===== src/rtl/qam_framer.sv =====
// 4-QAM transmit framer: emits a fixed head, then encoder payload symbols mapped
// to signed 4-bit I/Q levels, then an idle gap, one symbol per clock.
module qam_framer #(
    parameter int         HEAD_LEN    = 8,
    parameter logic [1:0] HEAD_SYM    = 2'b11,
    parameter int         PAYLOAD_LEN = 16,
    parameter int         GAP_LEN     = 4,
    parameter int         AMP         = 3
) (
    input  logic       clk,
    input  logic       reset,
    input  logic       tx_start,
    input  logic [1:0] conv_in,
    input  logic       conv_valid,
    output logic       conv_ready,
    output logic [3:0] I_send,
    output logic [3:0] Q_send,
    output logic       tx_valid,
    output logic       busy,
    output logic       frame_done,
    output logic       underrun
);

    typedef enum logic [1:0] {
        IDLE,
        HEAD,
        PAYLOAD,
        GAP
    } state_t;

    localparam logic [7:0] HEAD_LAST    = 8'(HEAD_LEN - 1);
    localparam logic [7:0] PAYLOAD_LAST = 8'(PAYLOAD_LEN - 1);
    localparam logic [7:0] GAP_LAST     = 8'((GAP_LEN == 0) ? 0 : GAP_LEN - 1);
    localparam logic       NO_GAP       = (GAP_LEN == 0);
    localparam logic [3:0] LEVEL_POS    = 4'(AMP);
    localparam logic [3:0] LEVEL_NEG    = 4'(-AMP);

    state_t     state, state_next;
    logic [7:0] sym_cnt, sym_cnt_next;
    logic [3:0] i_next, q_next;
    logic       valid_next, done_next, underrun_next;

    function automatic logic [3:0] level(input logic b);
        return b ? LEVEL_POS : LEVEL_NEG;
    endfunction

    // Next state, counter and the values the output register loads at this edge.
    always_comb begin
        state_next    = state;
        sym_cnt_next  = sym_cnt + 8'd1;
        i_next        = 4'd0;
        q_next        = 4'd0;
        valid_next    = 1'b0;
        done_next     = 1'b0;
        underrun_next = underrun;
        case (state)
            IDLE: begin
                sym_cnt_next = 8'd0;
                if (tx_start) begin
                    state_next    = HEAD;
                    underrun_next = 1'b0;
                end
            end
            HEAD: begin
                i_next     = level(HEAD_SYM[1]);
                q_next     = level(HEAD_SYM[0]);
                valid_next = 1'b1;
                if (sym_cnt == HEAD_LAST) begin
                    state_next   = PAYLOAD;
                    sym_cnt_next = 8'd0;
                end
            end
            PAYLOAD: begin
                valid_next = 1'b1;
                // A missing encoder symbol still occupies its slot as a zero level.
                if (conv_valid) begin
                    i_next = level(conv_in[1]);
                    q_next = level(conv_in[0]);
                end else begin
                    underrun_next = 1'b1;
                end
                if (sym_cnt == PAYLOAD_LAST) begin
                    sym_cnt_next = 8'd0;
                    if (NO_GAP) begin
                        state_next = IDLE;
                        done_next  = 1'b1;
                    end else begin
                        state_next = GAP;
                    end
                end
            end
            GAP: begin
                if (sym_cnt == GAP_LAST) begin
                    state_next   = IDLE;
                    sym_cnt_next = 8'd0;
                    done_next    = 1'b1;
                end
            end
            default: begin
                state_next   = IDLE;
                sym_cnt_next = 8'd0;
            end
        endcase
    end

    always_ff @(posedge clk) begin
        if (reset) begin
            state      <= IDLE;
            sym_cnt    <= 8'd0;
            I_send     <= 4'd0;
            Q_send     <= 4'd0;
            tx_valid   <= 1'b0;
            frame_done <= 1'b0;
            underrun   <= 1'b0;
        end else begin
            state      <= state_next;
            sym_cnt    <= sym_cnt_next;
            I_send     <= i_next;
            Q_send     <= q_next;
            tx_valid   <= valid_next;
            frame_done <= done_next;
            underrun   <= underrun_next;
        end
    end

    assign conv_ready = (state == PAYLOAD);
    assign busy       = (state != IDLE);

endmodule


===== config.mk =====
export PLATFORM = sky130hd
export DESIGN_NAME = qam_framer
export DESIGN_NICKNAME = d
export VERILOG_FILES = /design/src/rtl/qam_framer.sv
export SDC_FILE = /design/constraint.sdc
export NUM_CORES = 1
export LEC_CHECK = 0
export BUFFER_PORTS_ARGS = -buffer_cell sky130_fd_sc_hd__buf_2
export CELL_PAD_IN_SITES_DETAIL_PLACEMENT = 0
export CELL_PAD_IN_SITES_GLOBAL_PLACEMENT = 1
export CORE_MARGIN = 2
export CORE_UTILIZATION = 41
export CTS_BUF_LIST = sky130_fd_sc_hd__clkbuf_8 sky130_fd_sc_hd__clkbuf_16
export DETAILED_ROUTE_END_ITERATION = 10
export MAX_ROUTING_LAYER = met4
export PLACE_DENSITY = 0.79
export SLEW_MARGIN = 20
export SYNTH_ARGS = -nofsm -noshare
export SYNTH_HDL_FRONTEND = slang
export SYNTH_SLANG_ARGS = --single-unit

===== constraint.sdc =====
create_clock -name clk -period 3.9 [get_ports clk]
set_input_delay 0.39 -clock clk [delete_from_list [all_inputs] [get_ports clk]]
set_output_delay 0.39 -clock clk [all_outputs]
set_load 0.03 [all_outputs]

==> flow_results.org, run 1 <==
** Placement
- Placed wire-length estimate :: around 1.1 mm
- Input and output buffers added on the ports amount to 18.
- Placed cell areas :: ~910 um2
- Prior to clock tree synthesis, the placed netlist has a worst setup slack of roughly 2100 ps.
- Final weighted congestion in routability-driven placement :: approximately 0.77

** Critical path
- On the critical path, the stage with the largest delay is an instance of sky130_fd_sc_hd__a21oi_1.
- Crit path capture type :: register
- Kind of launch point of the worst setup path :: register
- The most critical setup path has its startpoint at state[1].
- Worst path top cell family by delay :: simple AND/OR/NAND/NOR gates
- WP buf/inv :: 1
- In this run the worst path has a maximum fanout of 7.
- Arrival time reported for the critical path endpoint :: 1850 ps
- By startpoint and endpoint, the worst setup path is classified as register to register.
- The critical path goes through inv_1 -> ha_1 -> or2_2 -> a21oi_1 -> nor3_1.
- STA puts the critical path data required time at between 4000 and 5000 ps.
- Worst R2R Start :: state[1]
- Critical path's largest stage delay :: 420 ps

** Drt
- After detailed routing, the average wire length per cell comes to 11.0 um.
- Length of the first detailed-routing pass in iterations :: 4
- After detailed routing, the total wire length is roughly 1.5 mm.
- In the routed design, unresolved DRC markers number 0.
- Average vias per placed instance :: 4.90
- The detailed router finished its first iteration with 8 violations.
- For this block, the via count after detailed routing is roughly 660.
- In this run the remaining antenna-violating nets after routing total 0.

** Clocking
- TritonCTS clock tree :: yes
- Root buffer selected by CTS :: sky130_fd_sc_hd__clkbuf_8
- Number of hold buffers added after cts :: 0
- Count of H-tree levels built during CTS :: 1
- Clock latency on the worst-skew pair, taken at its later pin, is 250 ps.
- Clk sinks :: 18
- Buffers inserted during clock tree synthesis total 3.
- Number of buffers inserted to repair setup after CTS :: 0
- Clock-pin slew was measured on the worst setup and hold paths at 70 ps.
- Clock Path Buffers :: 2
- CTS-repair resized insts :: 0

** Floorplanning
- Row Count :: 16
- Number of ports placed on the die boundary :: 19
- Total core area :: between 0.0015 and 0.002 mm2
- Chip width :: a little under 50 um
- Die span in y :: ~49 um
- Starting density of the core :: 42.8%
- Die area :: 0.00238 mm2

** STA
- Setup violations remaining at the end of the flow were counted as 0.
- Maximum clock frequency :: 576 MHz
- Setup slack on the critical path of the routed design comes to 2160 ps.
- The count of final hold-check violations came to 0.
- Crit path time final :: approximately 1700 ps
- Max-slew headroom :: between 60% and 70%
- At the pin with the least slew margin, the transition time is roughly 500 ps.
- Setup Skew :: 1.26 ps
- Final worst-path cycle share :: between 40% and 50%
- Total negative slack for setup checks :: 0 ps
- Unrepaired setup endpoints after global routing :: false
- The final max-slew violation count was 0.

** Yosys
- Ranked by instance count, the synthesized netlist is headed by sky130_fd_sc_hd__dfxtp_1, sky130_fd_sc_hd__nor3_1, sky130_fd_sc_hd__nor2_1, sky130_fd_sc_hd__inv_1, sky130_fd_sc_hd__nand2_1.
- Yosys warns :: 0
- Synth Area per Inst :: ~9 um2
- Of all cell types, the one taking the most synthesized area is sky130_fd_sc_hd__dfxtp_1.
- Main area contributors after synthesis :: sky130_fd_sc_hd__dfxtp_1, sky130_fd_sc_hd__ha_1, sky130_fd_sc_hd__nor3_1, sky130_fd_sc_hd__nor2_1, sky130_fd_sc_hd__xnor2_1
- The most used flip-flop cell after synthesis is sky130_fd_sc_hd__dfxtp_1.
- Most common cell in the synthesized netlist :: sky130_fd_sc_hd__dfxtp_1
- Synthesized flop and latch total :: 18
- Synthesis produced a netlist with a net count of just over 100.
- Gate count after technology mapping :: 91
- Count of flip-flops with a built-in enable after synthesis :: 0
- The synthesized design devotes to its leading area cell type 43.8% of total area.
- Sequential fraction of the synthesis area :: 43.8%
- In the synthesized netlist the async set-or-reset flop fraction comes to 0%.
- Number of unique standard cell types used by synthesis :: 25
- In this run the cell area of the synthesized design comes to between 800 and 900 um2.

** Final layout
- The finished cells cover about 970 um2.
- Synth-to-Final Area Change :: 17.6%
- After the last flow step, the layout net total stands at between 100 and 150.
- Measured on the finished design, the core utilization comes to about half.
- In the final layout, the share of cells above drive strength 1 is approximately a quarter.
- The number of antenna diodes in the final layout is 0.

** Min path
- In this run the most critical hold path is launched from conv_in[0].
- The tightest min-delay check is of the primary input to register type.

** Run
- Count of maximum capacitance violations :: 0

** Global route
- The number of antenna violations at the first check in global routing was 0.
- Pin count of the biggest net entering global routing :: 11
- The number of global-route vias before repair is 643.
- Overall track demand over capacity in global routing :: ~15%
- Sum of overflow across all layers after global routing :: 0
- Wire length of the first global-routing pass :: approximately 2.7 mm

** Power and ir drop
- Max IR drop VDD :: between 0.2 and 0.25 mV
- The analysis attributes to cell leakage a power of between 0.4 and 0.5 nW.
- Dividing total power by cell area gives a power density of 643 mW/mm2.
- Summing internal, switching and leakage power gives between 0.6 and 0.7 mW.

** Outcome
- Run status :: finished clean
## report_power, final
part           switching (mW)  internal [mW]  leakage (nW)
clock network          0.0596         0.0895        0.0288
logic                   0.171         0.0818         0.234
registers              0.0137          0.207         0.146
## worst reg2reg max path, stage by stage (launching register included)
cell and delay, ps:
sky130_fd_sc_hd__dfxtp_1 380, sky130_fd_sc_hd__inv_1 80, sky130_fd_sc_hd__ha_1 260, sky130_fd_sc_hd__or2_2 340, sky130_fd_sc_hd__a21oi_1 420, sky130_fd_sc_hd__nor3_1 120
## registers in the layout (all words and copies together) (netlist names)
signal	cells
Q_send	2
sym_cnt	8
state	2
frame_done	1
underrun	1
tx_valid	1
I_send	3
## final timing paths
| path | to | slack (ps) | cells after the start |
|---|---|---|---|
| worst max-delay path | sym_cnt[4] | 2160 | 5 |
| worst min register to register | sym_cnt[0] | 460 | 1 |
| worst max register to register | sym_cnt[4] | 2160 | 5 |
| worst min-delay path | Q_send[2] | 320 | 2 |
## cell type report
| class | count | area [um2] |
|---|---|---|
| well taps | 27 | 33.8 |
| flip-flops and latches | 18 | 360 |
| clock buffers | 4 | 55.1 |
| fillers | 201 | 953 |
| inverters | 6 | 22.5 |
| repair buffers | 18 | 90.1 |
| multi-input cells | 61 | 407 |
## routing by layer
layer / track usage, % / share of wire [%] / wire length, um / vias to the layer above
met5: - / 0 / 0 / -
met4: 5.71 / 0.81 / 12 / 0
met3: 1.84 / 4.3 / 63 / 2
met2: 24.2 / 46 / 686 / 14
met1: 18.1 / 48 / 714 / 299
li1: - / - / - / 342
## logic make-up after synthesis
group | share of synthesized area, %
simple gates | 24.0
xor+xnor | 5.32
flops | 43.8
fa+ha+maj | 7.60
mux | 1.22
buf+inv | 6.84
compound gates | 11.2
## cell usage in the layout, fill, tap and decap left out, types with 2 or more instances in the layout
master                      n
sky130_fd_sc_hd__or2_2      2
sky130_fd_sc_hd__a31oi_1    2
sky130_fd_sc_hd__xor2_1     2
sky130_fd_sc_hd__nor2b_1    2
sky130_fd_sc_hd__inv_1      6
sky130_fd_sc_hd__clkbuf_8   4
sky130_fd_sc_hd__nand2_1    6
sky130_fd_sc_hd__nor3_1    11
sky130_fd_sc_hd__a211oi_1   2
sky130_fd_sc_hd__a21oi_1    5
sky130_fd_sc_hd__buf_2     18
sky130_fd_sc_hd__xnor2_1    3
sky130_fd_sc_hd__ha_1       5
sky130_fd_sc_hd__nand2b_1   2
sky130_fd_sc_hd__nor2_1     8
sky130_fd_sc_hd__dfxtp_1   18
sky130_fd_sc_hd__nand3_1    3
## through the flow
step	cells	hold WS [ps]
CTS	134	318
global placement	130	444
finish	134	319
floorplan	91	433
detailed placement	130	458
global route	134	318
Note: power is estimated with default switching activity, not from simulation.
==> run 2: changes to the inputs <==
ABC_AREA = 1   (was not set)
CORE_UTILIZATION = 34   (was 41)
PLACE_DENSITY = 0.71   (was 0.79)
clock period = 1.5 ns   (was 3.9 ns; I/O delays follow)
==> flow_results.org, run 2 <==
** Outcome
- Run status: finished clean (unchanged).

** Yosys
- Yosys warns :: 0 (unchanged)
- Synth Area per Inst :: 7.82 um2 (was 9.05 um2)
- Most common cell in the synthesized netlist :: sky130_fd_sc_hd__nor2_1 (was sky130_fd_sc_hd__dfxtp_1)
- Gate count after technology mapping :: 112 (was 91)
- The number of synthesized register bits is 18 (unchanged).
- The fraction of synthesized cell area taken by the top area cell type is 41.1% (was 43.8%).
- Main area contributors after synthesis :: sky130_fd_sc_hd__dfxtp_1, sky130_fd_sc_hd__nor2_1, sky130_fd_sc_hd__ha_1, sky130_fd_sc_hd__nor2_2, sky130_fd_sc_hd__nand2_1 (was sky130_fd_sc_hd__dfxtp_1, sky130_fd_sc_hd__ha_1, sky130_fd_sc_hd__nor3_1, sky130_fd_sc_hd__nor2_1, sky130_fd_sc_hd__xnor2_1)
- Top cell types by occurrence after synthesis: sky130_fd_sc_hd__nor2_1, sky130_fd_sc_hd__dfxtp_1, sky130_fd_sc_hd__nand2_1, sky130_fd_sc_hd__inv_1, sky130_fd_sc_hd__nor2_2 (was sky130_fd_sc_hd__dfxtp_1, sky130_fd_sc_hd__nor3_1, sky130_fd_sc_hd__nor2_1, sky130_fd_sc_hd__inv_1, sky130_fd_sc_hd__nand2_1).
- The primary flip-flop cell chosen by synthesis mapping is sky130_fd_sc_hd__dfxtp_1 (unchanged).
- Count of flip-flops with a built-in enable after synthesis :: 0 (unchanged)
- The post-synthesis sequential area ratio came to 41.1% (was 43.8%).
- Post-synthesis cell area :: 876 um2 (was 823 um2)
- Most area-hungry cell type in the Yosys netlist :: sky130_fd_sc_hd__dfxtp_1 (unchanged)
- The proportion of register bits with asynchronous set or reset after synthesis came to 0% (unchanged).
- The count of cell types in the netlist was 25 (unchanged).
- Post-synth net total :: 123 (was 102)

** Final layout
- Final instance area :: 0.00106 mm2 (was 968 um2)
- The post-layout utilization of the core came to 43.3% (was 50.4%).
- The area overhead of the layout relative to synthesis is 21.3% (was 17.6%).
- Top flop regs: sym_cnt (8), I_send (3) (unchanged).
- Largest register by flop count :: sym_cnt (unchanged)
- Leaving out fill and tap cells, the most frequent cell in the layout is sky130_fd_sc_hd__buf_2.
- The antenna diode instance count was 0 (unchanged).
- The share of layout cells above drive strength 1 came to 34.1% (was 24.3%).
- Final-stage net count :: 144 (was 119)
- Commonest non-fill, non-tap cells in the layout :: sky130_fd_sc_hd__buf_2, sky130_fd_sc_hd__dfxtp_1, sky130_fd_sc_hd__nor2_1 (was sky130_fd_sc_hd__dfxtp_1, sky130_fd_sc_hd__buf_2, sky130_fd_sc_hd__nor3_1)
- The non-filler instance count after layout is 162 (was 134).
- The flip-flop count of the largest register, all copies and words added came to 8 (unchanged).
- Fillers :: 265 (was 201)

** Floorplanning
- The count of pins on the block boundary was 19 (unchanged).
- The core footprint is 0.00245 mm2 (was 0.00192 mm2).
- Starting density of the core :: 35.7% (was 42.8%)
- Row Count :: 18 (was 16)
- The vertical extent of the die is 54.8 um (was 48.8 um).
- Die area :: 0.00300 mm2 (was 0.00238 mm2)
- Chip width :: 54.8 um (was 48.8 um)

** Placement
- The number of instances in the placed design came to 158 (was 130).
- The number of buffer cells added on primary ports was 18 (unchanged).
- Placed wire-length estimate :: 1.26 mm (was 1.13 mm)
- Placed cell areas :: 988 um2 (was 913 um2)
- Final weighted congestion in routability-driven placement :: 0.713 (was 0.767)

** Critical path
- Ordered cell list for the critical path: inv_1 -> ha_1 -> inv_2 -> buf_2 (was inv_1 -> ha_1 -> or2_2 -> a21oi_1 -> nor3_1).
- Arrival time reported for the critical path endpoint :: 1250 ps (was 1850 ps)
- Critical path's slowest cell :: sky130_fd_sc_hd__dfxtp_1 (was sky130_fd_sc_hd__a21oi_1)
- The number of buffers and inverters on the critical path came to 3 (was 1).
- Worst setup slack for register-to-register paths :: 110 ps (was 2160 ps)
- Endpoint of the most critical register-to-register path :: sym_cnt[5] (was sym_cnt[4])
- Critical path's largest stage delay :: 390 ps (was 420 ps)
- R2R cell count :: 8 (was 5)
- The required time of the worst setup path is 1350 ps (was 4020 ps).
- Worst setup path class :: register to output port (was register to register)
- The element type at the critical path end is an output port (was register).
- Crit Path Max Fanout :: 4 (was 7)
- Kind of launch point of the worst setup path :: register (unchanged)
- The startpoint of the worst-slack reg-to-reg timing path was sym_cnt[1] (was state[1]).
- Worst path top cell family by delay :: flip-flops (was simple AND/OR/NAND/NOR gates)

** Drt
- The starting DRC count in detailed routing was 6 (was 8).
- DR DRC count :: 0 (unchanged)
- The detailed-route wire length was 1.63 mm (was 1.48 mm).
- Length of the first detailed-routing pass in iterations :: 3 (was 4)
- Antenna-violating nets left :: 0 (unchanged)
- The mean routed wirelength per cell is 10.0 um (was 11.0 um).
- The count of vias placed by the detailed router came to 714 (was 657).
- The average via count per standard cell is 4.41 (was 4.90).

** Power and ir drop
- The relative contribution of combinational cells to total power is 41.6% (was 40.6%).
- The power density over the cells was 1600 mW/mm2 (was 643 mW/mm2).
- The clock share of power came to 23.8% (was 24.0%).
- Overall power consumption :: 1.70 mW (was 0.622 mW)
- The switching power as a share of total power was 40.6% (was 39.2%).
- Sequential group share of total power :: 34.7% (was 35.5%)
- Static leakage :: 0.498 nW (was 0.409 nW)
- The internal power summed over all cells came to 1.01 mW (was 0.378 mW).
- The reported net switching power is 0.691 mW (was 0.244 mW).
- Max IR drop VDD :: 0.892 mV (was 0.246 mV)

** Run
- Count of maximum capacitance violations :: 0 (unchanged)

** STA
- Final worst-path cycle share :: 93.3%
- The actual slew at the worst max-slew pin was 313 ps (was 504 ps).
- The worst hold margin was 58.6 ps (was 319 ps).
- Final setup violation count :: 0 (unchanged)
- Crit path time final :: between 1000 and 1500 ps
- Maximum clock frequency :: 714 MHz
- The count of final hold-check violations was 0 (unchanged).
- The worst clock skew on the final layout was 4.19 ps (was 1.26 ps).
- Final number of max-transition violations :: 0 (unchanged)
- Max-slew headroom :: 79.1% (was 66.4%)

** Min path
- The number of cells on the worst hold path came to 2 (unchanged).
- Hold endpoint :: Q_send[2] (unchanged)
- Hold wc startpoint :: conv_in[0] (unchanged)
- Hold WC Path Type :: primary input to register (unchanged)

** Clocking
- Number of buffers added by the clock tree synthesis step :: 3 (unchanged)
- Root buffer selected by CTS :: sky130_fd_sc_hd__clkbuf_8 (unchanged)
- The number of buffers inserted by post-CTS setup repair is 0 (unchanged).
- TritonCTS clock tree :: yes (unchanged)
- Clk sinks :: 18 (unchanged)
- The largest buffer count on any clock path is 2 (unchanged).
- Count of H-tree levels built during CTS :: 1 (unchanged)
- The insertion delay to the later sink of the worst-skew pair is 260 ps (was 250 ps).
- Clock-pin slew on the worst setup and hold paths :: 70 ps (about the same)

** Global route
- The global route total overflow is 0 (unchanged).
- The number of antenna violations at the first check in global routing was 0 (unchanged).
- Overall track demand over capacity in global routing :: 12.9% (was 14.6%)
- Vias in the first global route :: 606 (was 643)
- Wire length of the first global-routing pass :: 2.64 mm (was 2.68 mm)
- Pin count of the biggest net entering global routing :: 11 (unchanged)
==> run 2: changes by cell type after synthesis, sizes merged, moves of 4 or more <==
cell / before / now
a21oi: 5 / 1
inv: 6 / 13
nand2: 6 / 16
nand3: 3 / 7
nor2: 8 / 29
nor3: 11 / 4
o21ai: 0 / 4
==> run 2: metal layers <==
layer	global-route usage, %	up-vias	wire [um]
li1	-	386	-
met1	16.8	313	810
met2	18.5	10	729
met3	3.28	5	59
met4	6.25	0	26
met5	-	-	0
==> run 2: area by class of cell <==
class | count | area (um2) | area share (%)
inverter | 15 | 57.6 | 5.42
tap | 30 | 37.5 | 3.53
sequential | 18 | 362 | 34.0
clock buffer | 4 | 55.1 | 5.18
multi-input combinational | 76 | 453 | 42.6
timing repair buffer | 19 | 97.6 | 9.19
==> run 2: what timing repair did <==
| action | in CTS | in global routing |
|---|---|---|
| resized for setup | 0 | 6 |
| endpoints found under the setup margin | 0 | 9 |
| hold buffers | 0 | 0 |
==> run 2: worst max-delay path by stage <==
stage	startpoint	endpoint	depth (start not counted)
after floorplan	state[0]	sym_cnt[0]	6
after global placement	sym_cnt[1]	state[1]	8
after detailed placement	state[1]	Q_send[1]	7
after CTS	state[1]	Q_send[1]	7
after global routing	sym_cnt[1]	sym_cnt[4]	8
final	state[0]	busy	4
==> run 2: power groups by stage <==
stage	clock [mW]	sequential (mW)	combinational (mW)
after CTS	0.418	0.588	0.709
after global routing	0.447	0.605	0.800
final	0.404	0.590	0.707
after floorplan	0	0.680	0.467
after detailed placement	0	0.599	0.705
after global placement	0	0.594	0.707
==> run 2: per-stage QoR <==
step	setup WS [ps]	setup TNS (ps)
floorplan	97.7	0
global placement	86.3	0
detailed placement	85.5	0
CTS	61.7	0
global route	-5.44	-8.90
finish	100	0
==> run 2: cells by family after synthesis <==
kind of cell    count (synthesis)  share of synthesized area (%)
fa+ha+maj                       5                           7.14
xor+xnor                        5                           5.00
flops                          18                           41.1
buf+inv                        18                           9.14
compound gates                  8                           5.86
simple gates                   58                           31.7
==> run 3: changes to the inputs <==
ABC_AREA = not set   (was 1)
CORE_MARGIN = not set   (was 2)
PLACE_DENSITY = 0.7   (was 0.71)
==> flow_results.org, run 3 (synthesis results as in run 1) <==
** Drt
- Antenna-violating nets left :: 0 (unchanged)
- Average vias per placed instance :: 4.86 (was 4.41)
- Initial DRC count :: 11 (was 6)
- The detailed-route wire length was 1.77 mm (was 1.63 mm).
- Average wire length per cell after detail routing :: 12.0 um (was 10.0 um)
- The first-pass detailed-route iteration total is 4 (was 3).
- The count of vias placed by the detailed router was 720 (was 714).
- DR DRC count :: 0 (unchanged)

** Critical path
- Worst setup path class :: register to register (was register to output port)
- The cell depth of the worst flop-to-flop path was 4 (was 8).
- The maximum fanout count along the critical path was 3 (was 4).
- WP data required :: 1670 ps (was 1350 ps)
- Kind of launch point of the worst setup path :: register (unchanged)
- The startpoint of the worst-slack reg-to-reg timing path was sym_cnt[6] (was sym_cnt[1]).
- The timing endpoint of the critical path is state[0] (was busy).
- The register-to-register setup slack was -40 ps (was 110 ps).
- The endpoint of the worst register-to-register path was state[0] (was sym_cnt[5]).
- The arrival time of data at the critical path endpoint is 1720 ps (was 1250 ps).
- The launching element of the worst setup path is sym_cnt[6] (was state[0]).
- Crit path capture type :: register (was output port)

** STA
- The actual slew at the worst max-slew pin is 325 ps (was 313 ps).
- The worst-case setup margin in the final layout was -41.8 ps (was 100 ps).
- Unrepaired setup endpoints after global routing :: true
- Maximum clock frequency :: 649 MHz (was 714 MHz)
- The final setup violation count is 2 (was 0).
- Number of hold violations in the final report :: 0 (unchanged)
- The period utilization was 103% (was 93.3%).
- Final number of max-transition violations :: 0 (unchanged)
- Setup Skew :: 6.52 ps (was 4.19 ps)
- Crit path time final :: 1540 ps (was 1400 ps)
- Max-slew headroom :: 78.1% (was 79.1%)

** Outcome
- The checks that failed: negative setup slack.
- Run status: finished with violations (was finished clean).

** Global route
- The largest net degree at the start of global routing came to 11 (unchanged).
- Overall track demand over capacity in global routing :: 15.6% (was 12.9%)
- Sum of overflow across all layers after global routing :: 0 (unchanged)
- The global-route wire length before repair came to 2.88 mm (was 2.64 mm).
- The number of antenna violations at the first check in global routing was 0 (unchanged).
- Vias in the first global route :: 675 (was 606)

** Clocking
- Latest clock arrival within the worst-skew pair :: 250 ps (was 260 ps)
- Count of H-tree levels built during CTS :: 1 (unchanged)
- The total clock buffers created by CTS was 3 (unchanged).
- Clk sinks :: 18 (unchanged)
- TritonCTS clock tree :: yes (unchanged)
- Clock Path Buffers :: 2 (unchanged)
- The root buffer selected by CTS is sky130_fd_sc_hd__clkbuf_8 (unchanged).
- Clock-pin slew on the worst setup and hold paths :: 70 ps (about the same)

** Final layout
- The area overhead of the layout relative to synthesis is 38.1% (was 21.3%).
- The most common cell after layout, fill and taps aside is sky130_fd_sc_hd__buf_2 (unchanged).
- Largest register by flop count :: sym_cnt (unchanged)
- The flip-flop count of the largest register, all copies and words added is 8 (unchanged).
- The post-layout utilization of the core came to 50.4% (was 43.3%).
- Commonest non-fill, non-tap cells in the layout: sky130_fd_sc_hd__buf_2, sky130_fd_sc_hd__buf_4, sky130_fd_sc_hd__dfxtp_1 (was sky130_fd_sc_hd__buf_2, sky130_fd_sc_hd__dfxtp_1, sky130_fd_sc_hd__nor2_1).
- Top flop regs :: sym_cnt (8), I_send (3) (unchanged)
- Final-stage net count :: 133 (was 144)
- The share of layout cells above drive strength 1 came to 45.8% (was 34.1%).
- The antenna diode instance count is 0 (unchanged).

** Placement
- The setup slack at placement was -114 ps (was 85.5 ps).
- Final weighted congestion in routability-driven placement :: 0.823 (was 0.713)
- The half-perimeter wire length after detailed placement came to 1.29 mm (was 1.26 mm).
- The number of buffer cells added on primary ports is 18 (unchanged).

** Floorplanning
- Number of ports placed on the die boundary :: 19 (unchanged)
- The number of cell rows came to 17 (was 18).
- The full die area came to 0.00262 mm2 (was 0.00300 mm2).
- The die extent in x was 51.2 um (was 54.8 um).
- Total core area :: 0.00225 mm2 (was 0.00245 mm2)
- The initial core utilization came to 36.5% (was 35.7%).
- Die span in y :: 51.2 um (was 54.8 um)

** Power and ir drop
- The peak ir drop on the vdd network came to 1.07 mV (was 0.892 mV).
- Static leakage :: 0.476 nW (was 0.498 nW)
- The power density over the cells was 1570 mW/mm2 (was 1600 mW/mm2).

** Min path
- The path category of the worst min-delay check was primary input to register (unchanged).

** Run
- Count of maximum capacitance violations :: 0 (unchanged)
## run 3: cell types whose count changed in the layout (fill, tap and decap cells not counted), moves of 6 or more
| cell | previous run | this run |
|---|---|---|
| sky130_fd_sc_hd__nand2_1 | 14 | 6 |
| sky130_fd_sc_hd__nor2_2 | 11 | 0 |
| sky130_fd_sc_hd__buf_4 | 1 | 15 |
| sky130_fd_sc_hd__inv_1 | 11 | 5 |
| sky130_fd_sc_hd__nor2_1 | 17 | 8 |
| sky130_fd_sc_hd__nor3_1 | 4 | 11 |
## run 3: report_power, final
part / switching, mW / internal (mW)
clock: 0.156 / 0.178
sequential: 0.0373 / 0.544
combinational: 0.521 / 0.347
## run 3: area by class of cell
type	instances	area, um2
flip-flops and latches	18	365
clock buffers	3	41.3
multi-input cells	61	475
repair buffers	32	198
fillers	236	1120
inverters	6	22.5
well taps	28	35.0
## run 3: critical path, cell delays in order (launching register included)
cell,delay (ps)
sky130_fd_sc_hd__dfxtp_2,340
sky130_fd_sc_hd__nor4_4,370
sky130_fd_sc_hd__o211ai_2,190
sky130_fd_sc_hd__a221o_1,370
sky130_fd_sc_hd__a211oi_2,190
## run 3: timing repair
item | 4_1_cts | 5_1_grt
pin swaps | 1 | 3
endpoints found under the setup margin | 9 | 11
hold buffers | 0 | 0
setup buffers | 2 | 0
gates resized for setup | 6 | 7
## run 3: layer usage
metal | GRT usage (%) | up-vias | part of all wire, %
li1 | - | 368 | -
met1 | 17.5 | 330 | 45
met2 | 25.4 | 19 | 48
met3 | 4.76 | 3 | 5.6
met4 | 6.76 | 0 | 0.79
met5 | - | - | 0
## run 3: worst min path at each step
| stage | from | to | slack, ps | cells after the start |
|---|---|---|---|---|
| 2_1_floorplan | reset | state[0] | 220 | 1 |
| 3_3_place_gp | conv_in[0] | Q_send[2] | 340 | 2 |
| 4_1_cts | conv_in[0] | Q_send[2] | 70 | 2 |
| 3_5_place_dp | conv_in[0] | Q_send[2] | 330 | 2 |
| 6_report | conv_in[0] | Q_send[2] | 70 | 2 |
| 5_1_grt | conv_in[0] | Q_send[2] | 60 | 2 |
## run 3: stage by stage
stage | area [um2] | setup TNS, ps | hold slack, ps | power (mW) | instances
after global routing | 1140 | -553 | 63.9 | 1.90 | 148
after floorplan | 855 | 0 | 215 | 1.16 | 91
final | 1140 | -68.2 | 67.4 | 1.78 | 148
after CTS | 1110 | -18.3 | 68.8 | 1.76 | 148
after global placement | 1030 | -584 | 341 | 1.38 | 143
after detailed placement | 1030 | -681 | 334 | 1.39 | 143
